===== src/rtl/ioctl_sdram_loader.sv =====
// Byte-stream to 16-bit SDRAM write bridge: packs ioctl bytes into little-endian
// words, queues them in a small FIFO and issues req/ack writes to the controller.
module ioctl_sdram_loader #(
  parameter int          FIFO_DEPTH = 4,
  parameter int          AW         = 25,
  parameter int unsigned BASE_ADDR  = 0
) (
  input  logic          clk_sys,
  input  logic          reset,
  input  logic          ioctl_download,
  input  logic          ioctl_wr,
  input  logic [26:0]   ioctl_addr,
  input  logic [7:0]    ioctl_dout,
  output logic          ioctl_wait,
  output logic          mem_req,
  output logic [AW-1:0] mem_addr,
  output logic [15:0]   mem_din,
  output logic [1:0]    mem_be,
  input  logic          mem_ack,
  output logic          load_done,
  output logic [26:0]   byte_count
);
  localparam int PW = $clog2(FIFO_DEPTH);
  localparam logic [0:0] S_IDLE = 1'b0;
  localparam logic [0:0] S_REQ  = 1'b1;

  typedef struct packed {
    logic [25:0] wa;
    logic [15:0] din;
    logic [1:0]  be;
  } word_t;

  word_t         fifo_mem [FIFO_DEPTH];
  logic [PW-1:0] wr_ptr, rd_ptr;
  logic [PW:0]   fifo_count;

  logic        pend_valid, stg_valid;
  logic [7:0]  pend_lo, stg_hi;
  logic [25:0] pend_wa, stg_wa;
  logic        dl_q, drain;
  logic [0:0]  state;

  logic        accept, dl_rise, dl_fall, push, pop;
  logic        pend_set, pend_clr, stg_set;
  logic [25:0] wa;
  word_t       push_word, head;

  assign wa         = ioctl_addr[26:1];
  assign ioctl_wait = stg_valid | (fifo_count >= (PW+1)'(FIFO_DEPTH-1));
  assign accept     = ioctl_wr & ioctl_download & ~ioctl_wait;
  assign dl_rise    = ioctl_download & ~dl_q;
  assign dl_fall    = dl_q & ~ioctl_download;
  assign pop        = (state == S_REQ) & mem_ack;
  assign head       = fifo_mem[rd_ptr];

  // Packer: staged byte has priority, then the incoming byte, then the
  // end-of-download flush of a lone even byte. Only one push per cycle.
  always_comb begin
    push      = 1'b0;
    push_word = '0;
    pend_set  = 1'b0;
    pend_clr  = 1'b0;
    stg_set   = 1'b0;
    if (stg_valid) begin
      push      = 1'b1;
      push_word = '{wa: stg_wa, din: {stg_hi, 8'h00}, be: 2'b10};
    end else if (accept) begin
      if (!ioctl_addr[0]) begin
        pend_set = 1'b1;
        if (pend_valid) begin
          push      = 1'b1;
          push_word = '{wa: pend_wa, din: {8'h00, pend_lo}, be: 2'b01};
        end
      end else if (pend_valid && pend_wa == wa) begin
        push      = 1'b1;
        pend_clr  = 1'b1;
        push_word = '{wa: wa, din: {ioctl_dout, pend_lo}, be: 2'b11};
      end else if (pend_valid) begin
        push      = 1'b1;
        pend_clr  = 1'b1;
        stg_set   = 1'b1;
        push_word = '{wa: pend_wa, din: {8'h00, pend_lo}, be: 2'b01};
      end else begin
        push      = 1'b1;
        push_word = '{wa: wa, din: {ioctl_dout, 8'h00}, be: 2'b10};
      end
    end else if (!ioctl_download && pend_valid) begin
      push      = 1'b1;
      pend_clr  = 1'b1;
      push_word = '{wa: pend_wa, din: {8'h00, pend_lo}, be: 2'b01};
    end
  end

  always_ff @(posedge clk_sys or posedge reset) begin
    if (reset) begin
      pend_valid <= 1'b0;
      pend_lo    <= '0;
      pend_wa    <= '0;
      stg_valid  <= 1'b0;
      stg_hi     <= '0;
      stg_wa     <= '0;
    end else begin
      if (pend_set) begin
        pend_valid <= 1'b1;
        pend_lo    <= ioctl_dout;
        pend_wa    <= wa;
      end else if (pend_clr) begin
        pend_valid <= 1'b0;
      end
      stg_valid <= stg_set;
      if (stg_set) begin
        stg_hi <= ioctl_dout;
        stg_wa <= wa;
      end
    end
  end

  // Storage is not reset; clearing the pointers discards any queued words.
  always_ff @(posedge clk_sys) begin
    if (push) fifo_mem[wr_ptr] <= push_word;
  end

  always_ff @(posedge clk_sys or posedge reset) begin
    if (reset) begin
      wr_ptr     <= '0;
      rd_ptr     <= '0;
      fifo_count <= '0;
    end else begin
      if (push) wr_ptr <= wr_ptr + PW'(1);
      if (pop)  rd_ptr <= rd_ptr + PW'(1);
      case ({push, pop})
        2'b10:   fifo_count <= fifo_count + (PW+1)'(1);
        2'b01:   fifo_count <= fifo_count - (PW+1)'(1);
        default: fifo_count <= fifo_count;
      endcase
    end
  end

  always_ff @(posedge clk_sys or posedge reset) begin
    if (reset) begin
      state    <= S_IDLE;
      mem_req  <= 1'b0;
      mem_addr <= '0;
      mem_din  <= '0;
      mem_be   <= '0;
    end else begin
      case (state)
        S_IDLE: if (fifo_count != '0) begin
          mem_req  <= 1'b1;
          mem_addr <= AW'(BASE_ADDR) + AW'(head.wa);
          mem_din  <= head.din;
          mem_be   <= head.be;
          state    <= S_REQ;
        end
        S_REQ: if (mem_ack) begin
          mem_req <= 1'b0;
          state   <= S_IDLE;
        end
        default: state <= S_IDLE;
      endcase
    end
  end

  always_ff @(posedge clk_sys or posedge reset) begin
    if (reset) begin
      dl_q       <= 1'b0;
      drain      <= 1'b0;
      load_done  <= 1'b0;
      byte_count <= '0;
    end else begin
      dl_q      <= ioctl_download;
      load_done <= 1'b0;
      // A restart before drain finishes cancels the pulse; queued words still go out.
      if (dl_rise) begin
        drain <= 1'b0;
      end else if (dl_fall) begin
        drain <= 1'b1;
      end else if (drain && fifo_count == '0 && !pend_valid && !stg_valid && state == S_IDLE) begin
        drain     <= 1'b0;
        load_done <= 1'b1;
      end
      if (dl_rise)     byte_count <= accept ? 27'd1 : 27'd0;
      else if (accept) byte_count <= byte_count + 27'd1;
    end
  end
endmodule


===== config.mk =====
export PLATFORM = sky130hd
export DESIGN_NAME = ioctl_sdram_loader
export DESIGN_NICKNAME = d
export VERILOG_FILES = /design/src/rtl/ioctl_sdram_loader.sv
export SDC_FILE = /design/constraint.sdc
export NUM_CORES = 1
export LEC_CHECK = 0
export BUFFER_PORTS_ARGS = -buffer_cell sky130_fd_sc_hd__buf_2
export CORE_MARGIN = 2
export CORE_UTILIZATION = 55
export DETAILED_ROUTE_END_ITERATION = 8
export PLACE_DENSITY = 0.74
export SYNTH_ARGS = -nofsm -noshare
export SYNTH_HDL_FRONTEND = slang
export SYNTH_SLANG_ARGS = --single-unit

===== constraint.sdc =====
create_clock -name clk_sys -period 6.6 [get_ports clk_sys]
set_input_delay 0.99 -clock clk_sys [delete_from_list [all_inputs] [get_ports clk_sys]]
set_output_delay 0.99 -clock clk_sys [all_outputs]
set_load 0.005 [all_outputs]

==> results by group <==
STA
  • Final setup fails: 0
  • Final setup TNS: 0 ps
  • Final hold vios: 0
  • Final period util: 50.55%
  • Rel. slew slack: 27.74%
  • Setup Skew: 16.01 ps
  • FMAX: 0.2997 GHz
  • Min Hold Slack: 490.6 ps
  • Min cycle time layout: 3336 ps
  • Actual transition at the worst max-transition pin: 1081 ps
  • Final WS setup: 3264 ps
  • Fin. max-slew vios: 0
  • RSZ-0062 raised after global routing: no

CTS
  • CTS tree: built
  • Root Driver: clkbuf_16
  • Cts hold-fix bufs: 0
  • Post-CTS Setup Inserts: 0
  • Clock buffer depth: 3
  • CTS Buf Count: 34
  • CTS H-Tree Depth: 2
  • Clock Pin Slew Worst Setup and Hold Paths: 60 ps
  • Post_cts resized: 0
  • CTS Sinks: 323
  • Clock latency on the worst-skew pair: 520 ps

Synthesis
  • Register area share after synthesis: 66.20%
  • Post-Syn Nets: 940
  • Synth unique cells: 46
  • Ys async rst share: 46.75%
  • EDFF count, synth: 172
  • Yosys warns: 0
  • Post-synthesis sequential element count: 323
  • Main flop type after synthesis: edfxtp_1
  • Cell accounting for the most synthesized area: edfxtp_1
  • Cells after synthesis: 891
  • Avg Cell Area, Syn: 15.16 µm²
  • Post-synth top area share: 38.23%
  • Largest cells by area after synthesis: edfxtp_1 38%, dfrtp_1 28%, mux4_2 7.2%
  • Netlist Area Pre-Place: 13510 µm²

Drt
  • DRC viols: 0
  • First drt pass iteration count: 5
  • Via density: 5.773
  • DRT iter0 DRCs: 566
  • Drt wl/cell: 20.53 µm
  • ANT nets after route: 0
  • Total Wirelength: 27900 µm
  • Routed vias: 7846

Place
  • Place WS: 2950 ps
  • Placed cell count: 1295
  • I/O Buffers: 112
  • Global placement routability congestion: 0.7894
  • DP Area: 14440 µm²
  • Hpwl dp: 17160 µm

Pwr
  • Switching share of power: 28.77%
  • Max VDD drop: 0.2306 mV
  • P_leak: 6.207 nW
  • Power Dens Cells: 424.8 nW/µm²
  • Comb power frac: 25.1%
  • Sequential share of power: 46.5%
  • Clock power frac: 28.4%
  • Cell Int Power: 0.004704 W
  • Switch Pwr: 0.001900 W

Floorplanning
  • Initial Utilization: 55.72%
  • Core Rows: 57
  • Die Wd: 160.7 µm
  • IO Count: 113
  • DIE HEIGHT: 160.7 µm
  • Die footprint: 25830 µm²
  • Core area: 24250 µm²

Min path
  • Worst min path class: reg -> reg

Cells and area
  • Nets: 1056
  • Layout area overhead: 15.10%
  • Fin cells: 1359
  • Share of cells above drive strength 1: 28.65%
  • Fin area: 15550 µm²
  • Commonest non-fill, non-tap cell in the layout: edfxtp_1
  • Most frequent cells in the layout: 172 x edfxtp_1, 149 x dfrtp_1, 112 x buf_2, 75 x nand2_1, 58 x mux2_2

Job
  • Max Cap Violations: 0

GRT
  • Grt ovf: 0
  • First-pass GRT wire length: 44300 µm
  • Initial antenna violation count: 2
  • Pin count of the biggest net entering global routing: 100
  • Number of global-route vias before repair: 7974
  • GRT Total Usage: 22.27%

Status
  • Status: complete, no violations

Critical path
  • Setup Crit Path Kind: reg -> reg
  • Setup crit end kind: flip-flop
  • Crit-path cells: a211oi_4 > and3_1 > nand2_1 > o311ai_0
  • Crit-path leading delay family: compound AO/OA/AOI/OAI gates
  • Setup crit start kind: flip-flop
  • CP peak stage delay: 960 ps
  • Worst EP arrival: 3540 ps
  • Crit-path slowest cell: o311ai_0
  • Required time worst endpoint: 6810 ps
  • Critical path peak fanout: 25
  • Buf+Inv Stages, Crit Path: 0
==> power groups by stage <==
stage               clock network [W]  logic, W  registers (W)
floorplan                           0   0.00117        0.00303
global placement                    0   0.00164        0.00308
detailed placement                  0   0.00169        0.00311
CTS                           0.00191   0.00170        0.00307
global route                  0.00199   0.00182        0.00314
finish                        0.00187   0.00166        0.00307
==> worst paths after layout <==
check / from / end / slack (ps) / depth (start not counted)
setup / recovery: fifo_count[0]$_DFFE_PP0P_ / fifo_mem[3][19]$_DFFE_PP_ / 3260 / 4
hold / removal: stg_wa[1]$_DFFE_PP0P_ / stg_wa[1]$_DFFE_PP0P_ / 490 / 1
setup reg to reg: fifo_count[0]$_DFFE_PP0P_ / fifo_mem[3][19]$_DFFE_PP_ / 3260 / 4
hold reg to reg: stg_wa[1]$_DFFE_PP0P_ / stg_wa[1]$_DFFE_PP0P_ / 490 / 1
max in group asynchronous: reset / pend_lo[3]$_DFFE_PP0P_ / 4570 / 3
min in group asynchronous: reset / rd_ptr[1]$_DFFE_PP0P_ / 690 / 2
==> registers in the layout, summed over array words and instances (netlist names) <==
name / flops
byte_count: 27
dl_q: 1
drain: 1
fifo_count: 3
fifo_mem: 172
load_done: 1
mem_addr: 25
mem_be: 2
mem_din: 16
mem_req: 1
pend_lo: 8
pend_valid: 1
pend_wa: 26
rd_ptr: 2
state: 1
stg_hi: 8
stg_valid: 1
stg_wa: 25
wr_ptr: 2
==> area by class of cell <==
type / instances / area, µm²
diodes: 2 / 5.005
clock buffers: 46 / 979.7
clock inverters: 16 / 128.9
fillers: 1768 / 8698
inverters: 42 / 162.7
multi-input cells: 479 / 4249
flip-flops and latches: 323 / 8946
well taps: 324 / 405.4
repair buffers: 127 / 673.1
==> kinds of logic after synthesis <==
kind of cell | share of synthesized area, %
simple gates | 6.779
compound gates | 5.390
xor+xnor | 3.371
buf+inv | 2.723
flops | 66.20
fa+ha+maj | 0.8891
mux | 14.65
==> layer usage <==
| metal | vias to the layer above | global-route usage (%) | routed length [µm] |
|---|---|---|---|
| met2 | 240 | 37.97 | 14160 |
| li1 | 3561 | - | - |
| met3 | 38 | 3.667 | 1576 |
| met5 | - | 0 | 0 |
| met4 | 0 | 6.778 | 543 |
| met1 | 4007 | 29.81 | 11620 |
==> Yosys cell counts (all sizes together), types with 2 or more instances <==
cell,count
a21o,2
a21oi,11
and2,11
and3,5
and4,6
buf,12
clkbuf,35
dfrtp,151
edfxtp,172
ha,8
inv,42
mux2,88
mux2i,2
mux4,43
nand2,76
nand2b,3
nand3,12
nand4,5
nor2,28
nor2b,6
nor3,8
nor4,14
o211ai,25
o21ai,36
o311ai,25
or3,3
xnor2,20
xor2,32
==> through the flow <==
stage,power [W],util [%]
finish,0.006605,64.13
global route,0.006949,64.12
detailed placement,0.004797,59.54
floorplan,0.004201,-
global placement,0.004725,59.54
CTS,0.006675,64.11
(Power assumes the default switching activity.)
